===== config.mk =====
export PLATFORM = sky130hd
export DESIGN_NAME = rob_multi_commit
export DESIGN_NICKNAME = d
export VERILOG_FILES = /design/src/rtl/rob_multi_commit.sv
export SDC_FILE = /design/constraint.sdc
export NUM_CORES = 2
export LEC_CHECK = 0
export CORE_ASPECT_RATIO = 2
export CORE_MARGIN = 2
export CORE_UTILIZATION = 57
export CTS_BUF_LIST = sky130_fd_sc_hd__clkbuf_2
export CTS_CLUSTER_DIAMETER = 100
export DETAILED_ROUTE_END_ITERATION = 7
export PLACE_DENSITY = 0.84
export SLEW_MARGIN = 30
export SYNTH_ARGS = -nofsm -noshare
export SYNTH_HDL_FRONTEND = slang
export SYNTH_SLANG_ARGS = --single-unit

===== constraint.sdc =====
create_clock -name clk -period 6.9 [get_ports clk]
set_input_delay 0.69 -clock clk [delete_from_list [all_inputs] [get_ports clk]]
set_output_delay 0.69 -clock clk [all_outputs]
set_load 0.02 [all_outputs]

===== src/rtl/rob_multi_commit.sv =====
// Reorder buffer with configurable depth, N result buses, up to two
// in-order commits per cycle, same-cycle result bypass on operand lookup
// and a single-cycle mispredict flush.
module rob_multi_commit #(
    parameter int DEPTH = 16,
    parameter int IDW   = 4,
    parameter int N_CDB = 2,
    parameter int CMT_W = 2
) (
    input  logic                   clk,
    input  logic                   rst,
    input  logic                   rdy,
    input  logic                   alloc_valid,
    input  logic [2:0]             alloc_type,
    input  logic [4:0]             alloc_rd,
    input  logic [31:0]            alloc_prd_pc,
    output logic                   alloc_ready,
    output logic [IDW-1:0]         alloc_id,
    input  logic [N_CDB-1:0]       cdb_valid,
    input  logic [N_CDB*IDW-1:0]   cdb_id,
    input  logic [N_CDB*32-1:0]    cdb_val,
    input  logic [N_CDB*32-1:0]    cdb_rel_pc,
    input  logic                   st_rdy_valid,
    input  logic [IDW-1:0]         st_rdy_id,
    input  logic [IDW-1:0]         src1_id,
    input  logic [IDW-1:0]         src2_id,
    output logic                   src1_ready,
    output logic                   src2_ready,
    output logic [31:0]            src1_val,
    output logic [31:0]            src2_val,
    output logic [CMT_W-1:0]       cmt_rf_valid,
    output logic [CMT_W*5-1:0]     cmt_rf_rd,
    output logic [CMT_W*32-1:0]    cmt_rf_val,
    output logic [CMT_W*IDW-1:0]   cmt_rf_id,
    output logic                   cmt_st_valid,
    output logic [IDW-1:0]         cmt_st_id,
    output logic                   flush_flag,
    output logic [31:0]            flush_pc,
    output logic [IDW-1:0]         head_id,
    output logic [IDW:0]           count
);

    localparam logic [2:0] T_ALU = 3'd0;
    localparam logic [2:0] T_BR  = 3'd1;
    localparam logic [2:0] T_JMP = 3'd2;
    localparam logic [2:0] T_LD  = 3'd3;
    localparam logic [2:0] T_ST  = 3'd4;

    localparam logic [IDW:0] FULL_CNT = (IDW+1)'(DEPTH);
    localparam bit           DUAL     = (CMT_W == 2);

    function automatic logic is_branch(input logic [2:0] t);
        return (t == T_BR) || (t == T_JMP);
    endfunction

    function automatic logic writes_rf(input logic [2:0] t);
        return (t == T_ALU) || (t == T_LD) || (t == T_JMP);
    endfunction

    function automatic logic second_slot_ok(input logic [2:0] t);
        return (t == T_ALU) || (t == T_LD);
    endfunction

    // Pointers carry one extra wrap bit so full and empty are distinguishable.
    logic [IDW:0]     head, tail;
    logic [DEPTH-1:0] busy, ready;

    logic [2:0]  e_type [DEPTH];
    logic [4:0]  e_rd   [DEPTH];
    logic [31:0] e_prd  [DEPTH];
    logic [31:0] e_val  [DEPTH];
    logic [31:0] e_rel  [DEPTH];

    logic [IDW-1:0] h0, h1, t_idx;
    logic           fire0, fire1, mispredict_now, alloc_fire;
    logic [IDW:0]   n_cmt;

    logic [DEPTH-1:0] cdb_hit, st_hit;
    logic [31:0]      cdb_wval [DEPTH];
    logic [31:0]      cdb_wpc  [DEPTH];

    logic [IDW-1:0] src_id  [2];
    logic           src_rdy [2];
    logic [31:0]    src_v   [2];

    logic           slot_wr  [2];
    logic [IDW-1:0] slot_idx [2];

    assign h0    = head[IDW-1:0];
    assign h1    = h0 + IDW'(1);
    assign t_idx = tail[IDW-1:0];

    assign count    = tail - head;
    assign head_id  = h0;
    assign alloc_id = t_idx;

    // Slot 0 retires a ready head; slot 1 only takes a plain ALU/LD behind a
    // non-store, correctly predicted slot 0.
    assign fire0          = busy[h0] && ready[h0];
    assign mispredict_now = fire0 && is_branch(e_type[h0]) && (e_prd[h0] != e_rel[h0]);
    assign fire1          = DUAL && fire0 && !mispredict_now && (e_type[h0] != T_ST)
                            && busy[h1] && ready[h1] && second_slot_ok(e_type[h1]);
    assign n_cmt          = {{IDW{1'b0}}, fire0} + {{IDW{1'b0}}, fire1};

    // Full blocks allocation outright, so a slot freed by this cycle's commit
    // is not reused until the next cycle.
    assign alloc_ready = (count != FULL_CNT) && !flush_flag && !mispredict_now;
    assign alloc_fire  = rdy && alloc_valid && alloc_ready;

    assign src_id[0]  = src1_id;
    assign src_id[1]  = src2_id;
    assign src1_ready = src_rdy[0];
    assign src2_ready = src_rdy[1];
    assign src1_val   = src_v[0];
    assign src2_val   = src_v[1];

    // Per-entry result-bus decode; scanning high to low lets the lowest channel win.
    always_comb begin
        for (int i = 0; i < DEPTH; i++) begin
            cdb_hit[i]  = 1'b0;
            cdb_wval[i] = '0;
            cdb_wpc[i]  = '0;
            st_hit[i]   = st_rdy_valid && (st_rdy_id == IDW'(i));
            for (int c = N_CDB - 1; c >= 0; c--) begin
                if (cdb_valid[c] && (cdb_id[c*IDW +: IDW] == IDW'(i))) begin
                    cdb_hit[i]  = 1'b1;
                    cdb_wval[i] = cdb_val[c*32 +: 32];
                    cdb_wpc[i]  = cdb_rel_pc[c*32 +: 32];
                end
            end
        end
    end

    // Operand lookup: stored value first, else bypass from the lowest matching channel.
    always_comb begin
        for (int s = 0; s < 2; s++) begin
            src_rdy[s] = 1'b0;
            src_v[s]   = '0;
            if (busy[src_id[s]]) begin
                if (ready[src_id[s]]) begin
                    src_rdy[s] = 1'b1;
                    src_v[s]   = e_val[src_id[s]];
                end else begin
                    for (int c = N_CDB - 1; c >= 0; c--) begin
                        if (cdb_valid[c] && (cdb_id[c*IDW +: IDW] == src_id[s])) begin
                            src_rdy[s] = 1'b1;
                            src_v[s]   = cdb_val[c*32 +: 32];
                        end
                    end
                end
            end
        end
    end

    // Commit slot descriptors feeding the registered commit outputs.
    always_comb begin
        slot_idx[0] = h0;
        slot_idx[1] = h1;
        slot_wr[0]  = fire0 && writes_rf(e_type[h0]);
        slot_wr[1]  = fire1;
    end

    // Pointer and busy/ready bookkeeping; a mispredict empties the buffer
    // just past the retiring branch and drops this cycle's results.
    always_ff @(posedge clk) begin
        if (rst) begin
            head  <= '0;
            tail  <= '0;
            busy  <= '0;
            ready <= '0;
        end else if (rdy) begin
            if (mispredict_now) begin
                busy  <= '0;
                ready <= '0;
                head  <= head + (IDW+1)'(1);
                tail  <= head + (IDW+1)'(1);
            end else begin
                for (int i = 0; i < DEPTH; i++) begin
                    if (busy[i] && (cdb_hit[i] || st_hit[i])) begin
                        ready[i] <= 1'b1;
                    end
                end
                if (fire0) begin
                    busy[h0]  <= 1'b0;
                    ready[h0] <= 1'b0;
                end
                if (fire1) begin
                    busy[h1]  <= 1'b0;
                    ready[h1] <= 1'b0;
                end
                if (alloc_fire) begin
                    busy[t_idx]  <= 1'b1;
                    ready[t_idx] <= 1'b0;
                end
                head <= head + n_cmt;
                tail <= tail + {{IDW{1'b0}}, alloc_fire};
            end
        end
    end

    // Entry payload storage; only meaningful while the entry is busy.
    always_ff @(posedge clk) begin
        if (rdy && !mispredict_now) begin
            for (int i = 0; i < DEPTH; i++) begin
                if (busy[i] && cdb_hit[i]) begin
                    e_val[i] <= cdb_wval[i];
                    if (is_branch(e_type[i])) begin
                        e_rel[i] <= cdb_wpc[i];
                    end
                end
            end
            if (alloc_fire) begin
                e_type[t_idx] <= alloc_type;
                e_rd[t_idx]   <= alloc_rd;
                e_prd[t_idx]  <= alloc_prd_pc;
            end
        end
    end

    // Registered commit/flush outputs, valid for the single cycle after the commit edge.
    always_ff @(posedge clk) begin
        if (rst) begin
            cmt_rf_valid <= '0;
            cmt_rf_rd    <= '0;
            cmt_rf_val   <= '0;
            cmt_rf_id    <= '0;
            cmt_st_valid <= 1'b0;
            cmt_st_id    <= '0;
            flush_flag   <= 1'b0;
            flush_pc     <= '0;
        end else if (!rdy) begin
            cmt_rf_valid <= '0;
            cmt_st_valid <= 1'b0;
            flush_flag   <= 1'b0;
        end else begin
            for (int s = 0; s < CMT_W; s++) begin
                cmt_rf_valid[s] <= slot_wr[s];
                if (slot_wr[s]) begin
                    cmt_rf_rd[s*5 +: 5]     <= e_rd[slot_idx[s]];
                    cmt_rf_val[s*32 +: 32]  <= e_val[slot_idx[s]];
                    cmt_rf_id[s*IDW +: IDW] <= slot_idx[s];
                end
            end
            cmt_st_valid <= fire0 && (e_type[h0] == T_ST);
            if (fire0 && (e_type[h0] == T_ST)) begin
                cmt_st_id <= h0;
            end
            flush_flag <= mispredict_now;
            if (mispredict_now) begin
                flush_pc <= e_rel[h0];
            end
        end
    end

endmodule


==> impl_metrics.yaml <==
placement:
  gp_congestion: 1.00
  dp_hpwl_um: 214000
  dp.cells: 8129
  portBuffers: 396
yosys:
  synth_nets: 6301
  synth_top_area_share_pct: 51.5
  syn_avg_cell_area_um2: 15.9
  synth_seq_area_share_pct: 54.9
  synth_warnings: 0
  synth_ff_type: "edfxtp_1"
  synthTopCellsByCount: "edfxtp_1 (1664), a22o_1 (1034), mux4_2 (993)"
  synth.most_common_cell: "edfxtp_1"
  synth.area.top_cells: "edfxtp_1 (51%), mux4_2 (23%), a22o_1 (9.3%), dfxtp_1 (3.5%), clkbuf_1 (2.1%)"
  synth_cell_types: 73
  synth_seq_cells: 1832
  synthArstFlopShare_pct: 0
  synth_edf_count: 1664
  syn_area_um2: 97100
  yosysTopAreaCell: "edfxtp_1"
  syn-instance-count: 6093
timing:
  drv_slew: 0
  holdWs_ns: 0.0685
  rsz0062_at_grt: "no"
  max_freq_mhz: 152
  hold_viol: 0
  timing.final.crit_share_pct: 95.3
  tightest_slew_ns: 1.20
  tns_ns: 0
  period_minus_slack_ns: 6.58
  fin_skew_ns: 0.288
  slew_headroom_pct: 20.1
  finalSetupViolCount: 0
global_routing:
  antenna_found_initial: 44
  grt_max_degree: 130
  grt_pass1_vias: 71800
  grt.total_usage_pct: 42.4
  grt_pass1_wl_um: 515000
  grt_overflow_total: 0
worst_hold_path:
  hold_start: "alloc_prd_pc[27]"
  hold_end: "e_prd[14][27]"
  hold_path.class: "input pin to flop"
  hold_path_depth: 1
floorplan:
  die_y_um: 588
  dieArea_um2: 174000
  die_x_um: 296
  start_util_pct: 57.3
  io_pins: 397
  rows: 214
  core_um2: 169000
worst_setup_path:
  critPathKind: "flop to output port"
  path_cells: "buf_12 > buf_12 > mux4_2 > a22oi_1 > nand2_1 > xor2_1 > nand2_1 > or4_1 > nor4_4 > a311oi_4 > a311oi_1 > dlymetal6s2s_1"
  cp_top_family: "simple AND/OR/NAND/NOR gates"
  rrSetupSlack_ns: 0.65
  end_kind: "output port"
  crit_path_max_fanout: 27
  start_kind: "flop"
  cp_num_buf_inv: 3
  worstPathArrival_ns: 5.89
  crit_path_max_incr_delay_ns: 0.56
  timing.rr.end: "tail[4]"
  worstPathRequired_ns: 6.21
  r2r_cells: 17
  critPathSlowestCell: "or4_1"
pwr:
  p_per_area_nw_per_um2: 198
  ir_drop_mv: 0.141
  p_leak_nw: 34.5
  power_w: 0.0213
routing:
  drtIter0Drc: 12700
  ant_nets: 0
  firstDrtPassIters: 8
  vias: 71300
  drt-total-wl_um: 369000
  drt-wirelength-per-cell_um: 41.5
  drc: 25
  routed_via_density: 8.03
job:
  maxCapViolCount: 0
cts:
  clock_sink_count: 1832
  clk_pin_slew_worst_paths_ns: 0.14
  cts_made_buffers: 382
  cts_tree: "done"
  clock-root-buffer: "clkbuf_2"
  clk_latency_ns: 1.77
  cts_max_level: 5
  clk_path_buf_depth: 4
finish:
  finish.utilization_pct: 63.6
  synthToLayoutAreaGrowth_pct: 11.1
  fill_cells: 11500
  instances_no_fill: 8887
  final_nets: 6508
  drive_above_1_share_pct: 29.5
run_status:
  status: "complete, but fails checks"
  violations: "DRC"
[worst max path at each step]
stage,from,end,slack [ns],cells past startpoint
floorplan,flop,e_rel[8][0],-0.28,17
global placement,flop,tail[4],0.78,16
detailed placement,flop,tail[4],0.66,16
CTS,flop,alloc_ready,0.05,12
global route,flop,alloc_ready,0.27,12
finish,flop,alloc_ready,0.32,12
[worst reg2reg max path: stages, from the launching register on]
cell and delay [ns]:
dfxtp_4 0.44, buf_12 0.15, buf_12 0.26, mux4_2 0.55, a22oi_1 0.22, nand2_1 0.46
xor2_1 0.39, nand2_1 0.07, or4_1 0.56, nor4_4 0.38, a311o_2 0.38, nand2_2 0.26
nor2_1 0.75, ha_1 0.35, ha_1 0.22, nand3_1 0.11, or4_1 0.43, a31oi_1 0.17
[registers in the layout, summed over array words and instances (netlist names), named ones only]
name / count
e_prd: 512
cmt_rf_valid: 2
tail: 5
e_rel: 512
e_rd: 80
cmt_rf_id: 8
cmt_st_id: 4
cmt_rf_rd: 10
flush_flag: 1
busy: 16
flush_pc: 32
ready: 16
e_val: 512
head: 5
cmt_st_valid: 1
cmt_rf_val: 64
e_type: 48
[power breakdown]
group          switching (W)  internal, W  leakage [nW]
Clock                0.00440      0.00236          2.62
Combinational        0.00146      0.00103          15.3
Sequential         0.0000230       0.0120          16.6
[final cells by class]
type	instances	area (µm²)	area share, %
Antenna cell	24	60.1	0.0557
Tap cell	2268	2840	2.63
Clock inverter	179	998	0.926
Inverter	25	100	0.0928
Multi-Input combinational cell	3382	40900	37.9
Clock buffer	500	2500	2.32
Timing Repair Buffer	677	7100	6.58
Sequential cell	1832	53400	49.5
[routing by layer]
metal	GRT usage, %	wire (µm)	up-vias
met1	45.8	99000	34400
met5	0	299	-
li1	-	-	26300
met4	35.2	40100	48
met3	17.7	63000	2552
met2	64.5	166000	8028
[cell families (layout without fill, tap and decap cells)]
family	after synthesis	count (layout)	synth area share (%)
compound gates	1473	1473	12.4
xor+xnor	84	84	0.758
fa+ha+maj	13	13	0.183
buf+inv	879	1381	3.65
flops	1832	1832	54.9
mux	1190	1190	25.1
other cells	0	24	0
simple gates	622	622	3.03
[stage by stage]
stage,area [µm²],setup WS [ns]
2_1_floorplan,97100,-0.284
3_3_place_gp,103000,0.777
3_5_place_dp,104000,0.663
4_1_cts,108000,0.0456
5_1_grt,108000,0.269
6_report,108000,0.321
[cell usage in the layout, fill, tap and decap left out, types with 52 or more instances in the layout]
| cell type | Yosys | final |
|---|---|---|
| nor2_1 | 230 | 181 |
| clkbuf_2 | 0 | 500 |
| dfxtp_1 | 168 | 161 |
| a211oi_1 | 72 | 72 |
| mux2i_1 | 187 | 186 |
| clkdlybuf4s50_1 | 0 | 385 |
| nand4_1 | 52 | 52 |
| clkinv_1 | 3 | 111 |
| a22o_1 | 1034 | 1034 |
| a21oi_1 | 108 | 108 |
| buf_4 | 29 | 171 |
| mux4_2 | 993 | 993 |
| nand2_1 | 127 | 127 |
| buf_12 | 0 | 53 |
| edfxtp_1 | 1664 | 1664 |
[repair_timing]
| item | in CTS | in global routing |
|---|---|---|
| gates resized for setup | 10 | 2 |
| pin swaps | 0 | 1 |
| hold buffers | 39 | 0 |
| endpoints found under the setup margin | 1 | 1 |
| endpoints found under the hold margin | 547 | 0 |
| setup buffers | 13 | 0 |
| cloned | 1 | 0 |
No activity file was read; power rests on OpenSTA's default activity.
